`src/rtl/fetch_pkg.sv`:
```
// Shared types and constants for the instruction fetch unit.
package fetch_pkg;

  localparam int unsigned XLEN       = 32;
  localparam int unsigned INST_BYTES = 4;
  localparam logic [XLEN-1:0] NOP_INST = 32'h00000013;

  typedef enum logic [1:0] {
    FS_FETCH = 2'd0,
    FS_WAIT  = 2'd1,
    FS_DRAIN = 2'd2
  } fetch_state_e;

  typedef struct packed {
    logic [XLEN-1:0] pc;
    logic [XLEN-1:0] inst;
  } fetch_entry_t;

  // Clear the byte-offset bits so the address points at an instruction word.
  function automatic logic [XLEN-1:0] word_align(input logic [XLEN-1:0] addr);
    return addr & ~XLEN'(INST_BYTES - 1);
  endfunction

endpackage

```
`src/rtl/fetch_fifo.sv`:
```
// Synchronous instruction buffer with push, pop and flush; a full buffer
// accepts a push in the same cycle it is popped.
module fetch_fifo
  import fetch_pkg::*;
#(
  parameter int unsigned DEPTH = 2
) (
  input  logic         clk,
  input  logic         reset,
  input  logic         push,
  input  fetch_entry_t push_data,
  input  logic         pop,
  input  logic         flush,
  output fetch_entry_t head,
  output logic         full,
  output logic         empty,
  output logic         full_next_c
);

  localparam int unsigned PTR_W = (DEPTH > 1) ? $clog2(DEPTH) : 1;
  localparam int unsigned CNT_W = $clog2(DEPTH) + 1;

  fetch_entry_t     mem [DEPTH];
  logic [PTR_W-1:0] wr_ptr;
  logic [PTR_W-1:0] rd_ptr;
  logic [CNT_W-1:0] count;
  logic [CNT_W-1:0] count_n;
  logic             do_push;
  logic             do_pop;

  assign full        = (count == CNT_W'(DEPTH));
  assign empty       = (count == '0);
  assign do_pop      = pop && !empty;
  assign do_push     = push && (!full || do_pop);
  assign head        = mem[rd_ptr];
  assign full_next_c = (count_n == CNT_W'(DEPTH));

  always_comb begin
    count_n = count;
    if (flush) begin
      count_n = '0;
    end else begin
      case ({do_push, do_pop})
        2'b10:   count_n = count + CNT_W'(1);
        2'b01:   count_n = count - CNT_W'(1);
        default: count_n = count;
      endcase
    end
  end

  always_ff @(posedge clk or negedge reset) begin
    if (!reset) begin
      wr_ptr <= '0;
      rd_ptr <= '0;
      count  <= '0;
      for (int unsigned i = 0; i < DEPTH; i++) mem[i] <= '0;
    end else begin
      count <= count_n;
      if (flush) begin
        wr_ptr <= '0;
        rd_ptr <= '0;
      end else begin
        if (do_push) begin
          mem[wr_ptr] <= push_data;
          wr_ptr      <= wr_ptr + PTR_W'(1);
        end
        if (do_pop) rd_ptr <= rd_ptr + PTR_W'(1);
      end
    end
  end

endmodule

```
`src/rtl/fetch_unit.sv`:
```
// Instruction fetch unit: one outstanding memory request at a time, results
// buffered for decode, with redirect flush and stale-response draining.
module fetch_unit
  import fetch_pkg::*;
#(
  parameter logic [31:0] RESET_PC  = 32'h00000000,
  parameter int unsigned BUF_DEPTH = 2
) (
  input  logic        clk,
  input  logic        reset,
  input  logic        redirect_valid,
  input  logic [31:0] redirect_pc,
  output logic        imem_req_valid,
  output logic [31:0] imem_req_addr,
  input  logic        imem_req_ready,
  input  logic        imem_rsp_valid,
  input  logic [31:0] imem_rsp_data,
  output logic        inst_valid,
  output logic [31:0] inst_data,
  output logic [31:0] inst_pc,
  input  logic        inst_ready
);

  fetch_state_e    state;
  fetch_state_e    state_n;
  logic [XLEN-1:0] fpc;
  logic [XLEN-1:0] fpc_n;
  logic            req_valid_q;
  logic            req_valid_n;
  logic            req_fire;
  logic            rsp_push;
  logic            buf_pop;
  logic            buf_empty;
  logic            buf_full;
  logic            buf_full_next;
  fetch_entry_t    push_entry;
  fetch_entry_t    head;

  assign imem_req_valid = req_valid_q;
  assign imem_req_addr  = fpc;
  assign req_fire       = req_valid_q && imem_req_ready && !buf_full;
  assign buf_pop        = !buf_empty && inst_ready && !redirect_valid;
  // fpc has already advanced past the outstanding request while in WAIT.
  assign push_entry     = {fpc - XLEN'(INST_BYTES), imem_rsp_data};
  assign inst_valid     = !buf_empty;
  assign inst_data      = head.inst;
  assign inst_pc        = head.pc;

  always_comb begin
    state_n  = state;
    fpc_n    = fpc;
    rsp_push = 1'b0;
    case (state)
      FS_FETCH: begin
        if (req_fire) begin
          fpc_n   = fpc + XLEN'(INST_BYTES);
          state_n = redirect_valid ? FS_DRAIN : FS_WAIT;
        end
      end
      FS_WAIT: begin
        if (imem_rsp_valid) begin
          rsp_push = 1'b1;
          state_n  = FS_FETCH;
        end else if (redirect_valid) begin
          state_n = FS_DRAIN;
        end
      end
      FS_DRAIN: begin
        if (imem_rsp_valid) state_n = FS_FETCH;
      end
      default: state_n = FS_FETCH;
    endcase
    if (redirect_valid) fpc_n = word_align(redirect_pc);
    // A request is only offered when its response is guaranteed a slot.
    req_valid_n = (state_n == FS_FETCH) && !buf_full_next;
  end

  always_ff @(posedge clk or negedge reset) begin
    if (!reset) begin
      state       <= FS_FETCH;
      fpc         <= RESET_PC;
      req_valid_q <= 1'b0;
    end else begin
      state       <= state_n;
      fpc         <= fpc_n;
      req_valid_q <= req_valid_n;
    end
  end

  fetch_fifo #(
    .DEPTH (BUF_DEPTH)
  ) u_fifo (
    .clk         (clk),
    .reset       (reset),
    .push        (rsp_push),
    .push_data   (push_entry),
    .pop         (buf_pop),
    .flush       (redirect_valid),
    .head        (head),
    .full        (buf_full),
    .empty       (buf_empty),
    .full_next_c (buf_full_next)
  );

endmodule
```
`config.mk`:
```
export PLATFORM = sky130hd
export DESIGN_NAME = fetch_unit
export DESIGN_NICKNAME = d
export VERILOG_FILES = /design/src/rtl/fetch_pkg.sv /design/src/rtl/fetch_fifo.sv /design/src/rtl/fetch_unit.sv
export SDC_FILE = /design/constraint.sdc
export NUM_CORES = 1
export LEC_CHECK = 0
export ABC_AREA = 1
export BUFFER_PORTS_ARGS = -buffer_cell sky130_fd_sc_hd__buf_2
export CAP_MARGIN = 20
export CORE_MARGIN = 4
export CORE_UTILIZATION = 25
export CTS_CLUSTER_SIZE = 20
export DETAILED_ROUTE_END_ITERATION = 8
export HOLD_SLACK_MARGIN = 0.02
export SLEW_MARGIN = 20
export SYNTH_ARGS = -nofsm -noshare
export SYNTH_HDL_FRONTEND = slang
export SYNTH_HIERARCHICAL = 1
export SYNTH_SLANG_ARGS = --single-unit
export TNS_END_PERCENT = 50
```
`constraint.sdc`:
```
create_clock -name clk -period 2.7 [get_ports clk]
set_input_delay 0.405 -clock clk [delete_from_list [all_inputs] [get_ports clk]]
set_output_delay 0.405 -clock clk [all_outputs]
set_load 0.03 [all_outputs]
```
=== After elaboration in Yosys (flattened, before gate mapping) ===
Index checks and enable logic that the tools add are counted.

* Multipliers: 0
* Div/mod/pow operators: 0
* Equality and inequality tests: 6
* Reductions and logical operators: 22
* Muxes and demuxes: 23
* Add/sub/neg operators: 6
* Bitwise gates (word level): 3
* Shifts and indexed selects: 0
* Order comparisons: 3

{| class="wikitable"
|+ Operator list
! kind !! count
|-
| $mux W64 || 4
|-
| $bwmux W128 || 1
|-
| $mux W32 || 3
|-
| $demux W64 S1 || 1
|-
| $add A32 B3 Y32 const B || 1
|-
| $sub A32 B3 Y32 const B || 1
|-
| $mux W2 || 6
|-
| $eq A2 B2 Y1 const B || 4
|-
| $logic_and A1 B1 Y1 || 8
|-
| $reduce_bool A2 Y1 || 4
|-
| $logic_not A2 Y1 || 3
|-
| $mux W1 || 6
|-
| $pmux W2 S3 || 1
|-
| $eq A2 B1 Y1 const B || 2
|-
| $ge A2 B2 Y1 const B || 2
|-
| $logic_not A1 Y1 || 4
|-
| $not A1 Y2 || 2
|-
| $pmux W2 S2 || 1
|-
| $reduce_and A2 Y1 || 2
|-
| $add A1 B1 Y1 const B || 2
|-
| $add A2 B1 Y2 const B || 1
|-
| $lt A2 B1 Y1 const B || 1
|-
| $sub A2 B1 Y2 const B || 1
|-
| $logic_or A1 B1 Y1 || 1
|-
| $not A1 Y1 || 1
|}

* Logic and storage cells: 73
* Bits in registers: 167
* Memories: 0
* Memory bits (writable): 0
* Input port bits: 70
* Memory bits (read-only): 0
* Output and inout port bits: 98
* Bits in latches: 0

=== Longest topological paths before layout ===
* Depth after elaboration: 13
* Gate-level depth with buffers: 17
* Depth with buffers taken out: 17

=== Cells and area by module ===
The synthesis kept the hierarchy.

{| class="wikitable"
|+ Modules (own cells, without submodules)
! module !! instances !! area an instance (um^2) !! seq. area each (um^2) !! cells each
|-
| fetch_fifo || 1 || 6200.9 || 3303.2 || 795
|-
| fetch_unit || 1 || 3176.8 || 825.8 || 542
|}

=== Worst setup path before layout ===
OpenSTA, ideal clock, no wires.

* Path type: in2reg
* From: input redirect_valid
* To: register req_valid_q (netlist: imem_req_valid)
* Cell stages on the path: 15
* Setup slack: 778 ps
* Arrival time: 1808 ps
* Setup time: 114 ps
* Path buffers: 2
* Required time: 2586 ps
* Path through: buf_2 clkbuf_1 nor2_1 inv_1 nand3_2 nand2_2 ha_1 inv_1 nand3_1 nand2_1 nand3_1 nor2_1 inv_1 nand2_1 nor2_1

* Word-level cells in the longest chain between the ends: 11
* Elaborated cells between the ends (all ways): 18
* Classes of those cells: 3 x eq/ne; 7 x mux; 8 x reduce/logical

{| class="wikitable"
|+ Ends and longest elaborated chain
! what !! RTL line !! RTL
|-
| start: declaration || fetch_unit.sv:11 || <nowiki>input logic redirect_valid,</nowiki>
|-
| $logic_not A1 Y1 (*) || fetch_unit.sv:42 || <nowiki>assign buf_pop = !buf_empty && inst_ready && !redirect_valid;</nowiki>
|-
| $logic_and A1 B1 Y1 (*) || fetch_unit.sv:42 ||
|-
| via buf_pop || fetch_unit.sv:32 || <nowiki>logic buf_pop;</nowiki>
|-
| $logic_and A1 B1 Y1 (*) || fetch_fifo.sv:33 || <nowiki>assign do_pop = pop && !empty;</nowiki>
|-
| $logic_or A1 B1 Y1 || fetch_fifo.sv:34 || <nowiki>assign do_push = push && (!full || do_pop);</nowiki>
|-
| $logic_and A1 B1 Y1 || fetch_fifo.sv:34 ||
|-
| $eq A2 B1 Y1 / $eq A2 B2 Y1 (equally long branches) || fetch_fifo.sv:43 || <nowiki>case ({do_push, do_pop})</nowiki>
|-
| $pmux W2 S2 (*) || fetch_fifo.sv:43 ||
|-
| $mux W2 (*) || fetch_fifo.sv:40 || <nowiki>if (flush) begin</nowiki>
|-
| $eq A2 B2 Y1 (*) || fetch_fifo.sv:36 || <nowiki>assign full_next_c = (count_n == CNT_W'(DEPTH));</nowiki>
|-
| via buf_full_next || fetch_unit.sv:35 || <nowiki>logic buf_full_next;</nowiki>
|-
| $logic_not A1 Y1 (*) || fetch_unit.sv:75 || <nowiki>req_valid_n = (state_n == FS_FETCH) && !buf_full_next;</nowiki>
|-
| $logic_and A1 B1 Y1 (*) || fetch_unit.sv:75 ||
|-
| via req_valid_n || fetch_unit.sv:29 || <nowiki>logic req_valid_n;</nowiki>
|-
| end signal: assignment || fetch_unit.sv:86 || <nowiki>req_valid_q <= req_valid_n;</nowiki>
|-
| end: declaration || fetch_unit.sv:28 || <nowiki>logic req_valid_q;</nowiki>
|}

The timed path passes the listed nets; every way through them passes the cells marked *.
A chain may end at the register's enable or synchronous reset.

=== Worst setup path after layout ===
* From: register u_fifo.rd_ptr
* To: output inst_pc[9]

* Word-level cells in the longest chain between the ends: 4

{| class="wikitable"
|+ Ends and longest elaborated chain
! what !! RTL line !! RTL
|-
| start: declaration || fetch_fifo.sv:25 || <nowiki>logic [PTR_W-1:0] rd_ptr;</nowiki>
|-
| start signal: assignment || fetch_fifo.sv:67 || <nowiki>if (do_pop) rd_ptr <= rd_ptr + PTR_W'(1);</nowiki>
|-
| $not A1 Y2 (implied by the code) || fetch_fifo.sv:35 || <nowiki>assign head = mem[rd_ptr];</nowiki>
|-
| $mux W64 (implied by the code) (3 in series) || fetch_fifo.sv:35 ||
|-
| end: declaration || fetch_unit.sv:20 || <nowiki>output logic [31:0] inst_pc,</nowiki>
|}

No other way between the ends. The select of a mux whose other input is x is not followed.

==> flow_summary.ini <==
[outcome]
run_status = finished, final reports clean

[placed_design]
dp_hpwl_um = 19600
io_buffer_count = 163
placed_cells = 1910
dp_slack_ps = 617
gp_congestion = 0.913

[cells_and_area]
fin_util_pct = 30.3
fillers = 4002
fin_cells = 1943
antenna_cells = 0
regArea_um2 = 4130
nNetsFinal = 1535
multi_input_area_um2 = 4520
syn2layout_area_growth_pct = 18.9
drive_gt1_share_pct = 17.3

[cts]
clockBufferDepth = 2
clk_latency_ps = 430
cts-htree-levels = 4
cts_tree = yes
clk_pin_slew_worst_paths_ps = 70
cts_made_buffers = 17
cts_setup_buffers = 0
clockRootBuffer = clkbuf_16
cts.sinks = 165

[worst_hold_path]
hold_class = in -> reg
min_path_cells = 3
holdPathEnd = imem_req_addr[16]
hp-start = redirect_pc[16]

[setup_path]
critPathCaptureType = output pin
arrival_ps = 1940
critPathMaxFanout = 55
cp.required_ps = 2300
timing.reg2reg.setup_slack_ps = 650
slowest_stage = dfrtp_2
rr_startpoint = u_fifo/count[1]
r2r_end = imem_req_addr[14]
slowest_delay_ps = 430
start_kind = flip-flop
critPathKind = reg -> out
rr_worst_depth = 9
cpMostUsedCell = nand2_1
path_buf_inv = 3
critPathTopFamily = buffers and inverters
path_cells = inv_2 -> buf_12 -> nand2_1 -> nand2_1 -> buf_2

[synth]
synthFlopType = dfrtp_1
ys_top_cells_by_area = dfrtp_1 (44%), nand2_1 (27%), nand3_1 (9.1%), nor2_1 (3.6%), inv_1 (2.5%)
synth_cell_types = 33
syn_area_um2 = 9380
synth.most_common_cell = nand2_1
seq_area_frac_synth_pct = 44.0
synth_top_area_share_pct = 44.0
synth-edff-count = 0
synth_warnings = 6
synth_top_cell_by_area = dfrtp_1
async_flop_share_pct = 100
synth.avg_cell_area_um2 = 7.01
ys_ff_latch = 165
synthCells = 1337
netlist_top_cells_count = nand2_1 (665), nand3_1 (170), dfrtp_1 (165)

[global_route]
antenna_found_initial = 2
grt_pass1_wl_um = 46200
grt_max_degree = 67
first_global_vias = 8109
grt_use_total_pct = 14.2
grt_overflow = 0

[floorplanning]
initial_utilization_pct = 25.5
ioPinCount = 168
rows = 70
dieArea_um2 = 40700
chipWidth_um = 202
die_y_um = 202
core_um2 = 36800

[detailed_routing]
wl_um = 28900
firstDrtPassIters = 5
ant_nets = 0
drtIter0Drc = 658
via_per_inst = 4.43
vias = 8598
post_drt_wl_per_cell_um = 14.9
post-route-drc-count = 0

[pwr]
p_per_area_nw_per_um2 = 907
irDropWorstVdd_mv = 0.469
power.leakage_nw = 6.06

[flow_run]
maxCapViolCount = 0

[timing]
fmax_mhz = 426
finalSetupViolCount = 0
period_share_pct = 86.9
rsz0062_at_grt = false
max_slew_margin_pct = 49.8
worstMarginPinSlew_ps = 752
holdWs_ps = 191
finalSetupTns_ps = 0
skew_ps = 9.96
fin_ws_ps = 354
finalHoldViolations = 0
finalMaxSlewViolations = 0
min_period_ps = 2350
-- what timing repair did --
| item | CTS | global route |
|---|---|---|
| gates resized for setup | 0 | 0 |
| hold buffers | 1 | 0 |
| hold endpoints to repair | 50 | 0 |
| endpoints found under the setup margin | 0 | 0 |
-- layout make-up --
cell class              count  share of cell area [%]
inverters                  67                    2.28
clock inverters            14                    1.25
well taps                 468                    5.25
repair buffers            181                    9.73
flip-flops and latches    165                    37.0
clock buffers              18                    3.94
multi-input cells        1030                    40.5
-- layout by cell type (no fill, tap or decap), drive strengths merged, types with 2 or more instances in the layout --
master and instances:
nand2 673, nand3 181, buf 180, dfrtp 165
nor2 106, inv 74, xor2 26, clkbuf 18
o21ai 12, conb 6, clkinv 5, o21bai 4
nand4 3, xnor2 3, a21oi 3, o211ai 3
ha 3, a211oi 2
-- stage by stage --
stage / instance area [µm²] / total power (W)
finish: 11100 / 0.0101
floorplan: 9400 / 0.00650
CTS: 11100 / 0.0103
detailed placement: 10600 / 0.00775
global route: 11100 / 0.0109
global placement: 10600 / 0.00767
-- cell families (layout without fill, tap and decap cells) --
kind of cell | Yosys count | in the layout | synth area share (%)
buffers and inverters | 147 | 280 | 8.18
xor gates and xnor gates | 29 | 29 | 2.71
and+or+nand+nor | 967 | 967 | 43.0
other | 1 | 6 | 0.0400
AOI/OAI and AO/OA | 25 | 25 | 1.60
DFF | 165 | 165 | 44.0
adders and majority gates | 3 | 3 | 0.400
-- how the worst max path moves through the flow --
stage	from	to	cells after the start
2_1_floorplan	redirect_valid	imem_req_valid	15
3_3_place_gp	u_fifo/count[0]	u_fifo/mem[54]	12
3_5_place_dp	u_fifo/count[0]	u_fifo/mem[52]	12
4_1_cts	u_fifo/rd_ptr	inst_pc[9]	5
5_1_grt	u_fifo/rd_ptr	inst_pc[15]	5
6_report	u_fifo/rd_ptr	inst_pc[9]	5
-- report_power, final --
part           internal [W]  switching [W]  total (W)  leakage, nW
Combinational       0.00112        0.00279    0.00391         3.61
Clock               0.00132        0.00113    0.00245        0.287
Sequential          0.00317       0.000580    0.00375         2.16
Total               0.00561        0.00450     0.0101         6.06
-- registers in the layout (all words and copies together) (netlist names) --
signal and flops:
u_fifo/mem 128, imem_req_addr 30, state 2, u_fifo/count 2, imem_req_valid 1, u_fifo/rd_ptr 1, u_fifo/wr_ptr 1
-- layer usage --
metal	vias to the layer above	global-route usage, %	wire [µm]
li1	4382	-	-
met1	3934	20.4	13800
met2	262	21.9	13300
met3	16	3.22	1570
met4	4	2.78	212
met5	-	0	27
-- worst min-delay path: stages --
cell and delay, ps:
buf_2 70, nand2_1 40, nand3_1 70
Note: power is estimated with default switching activity, not from simulation.
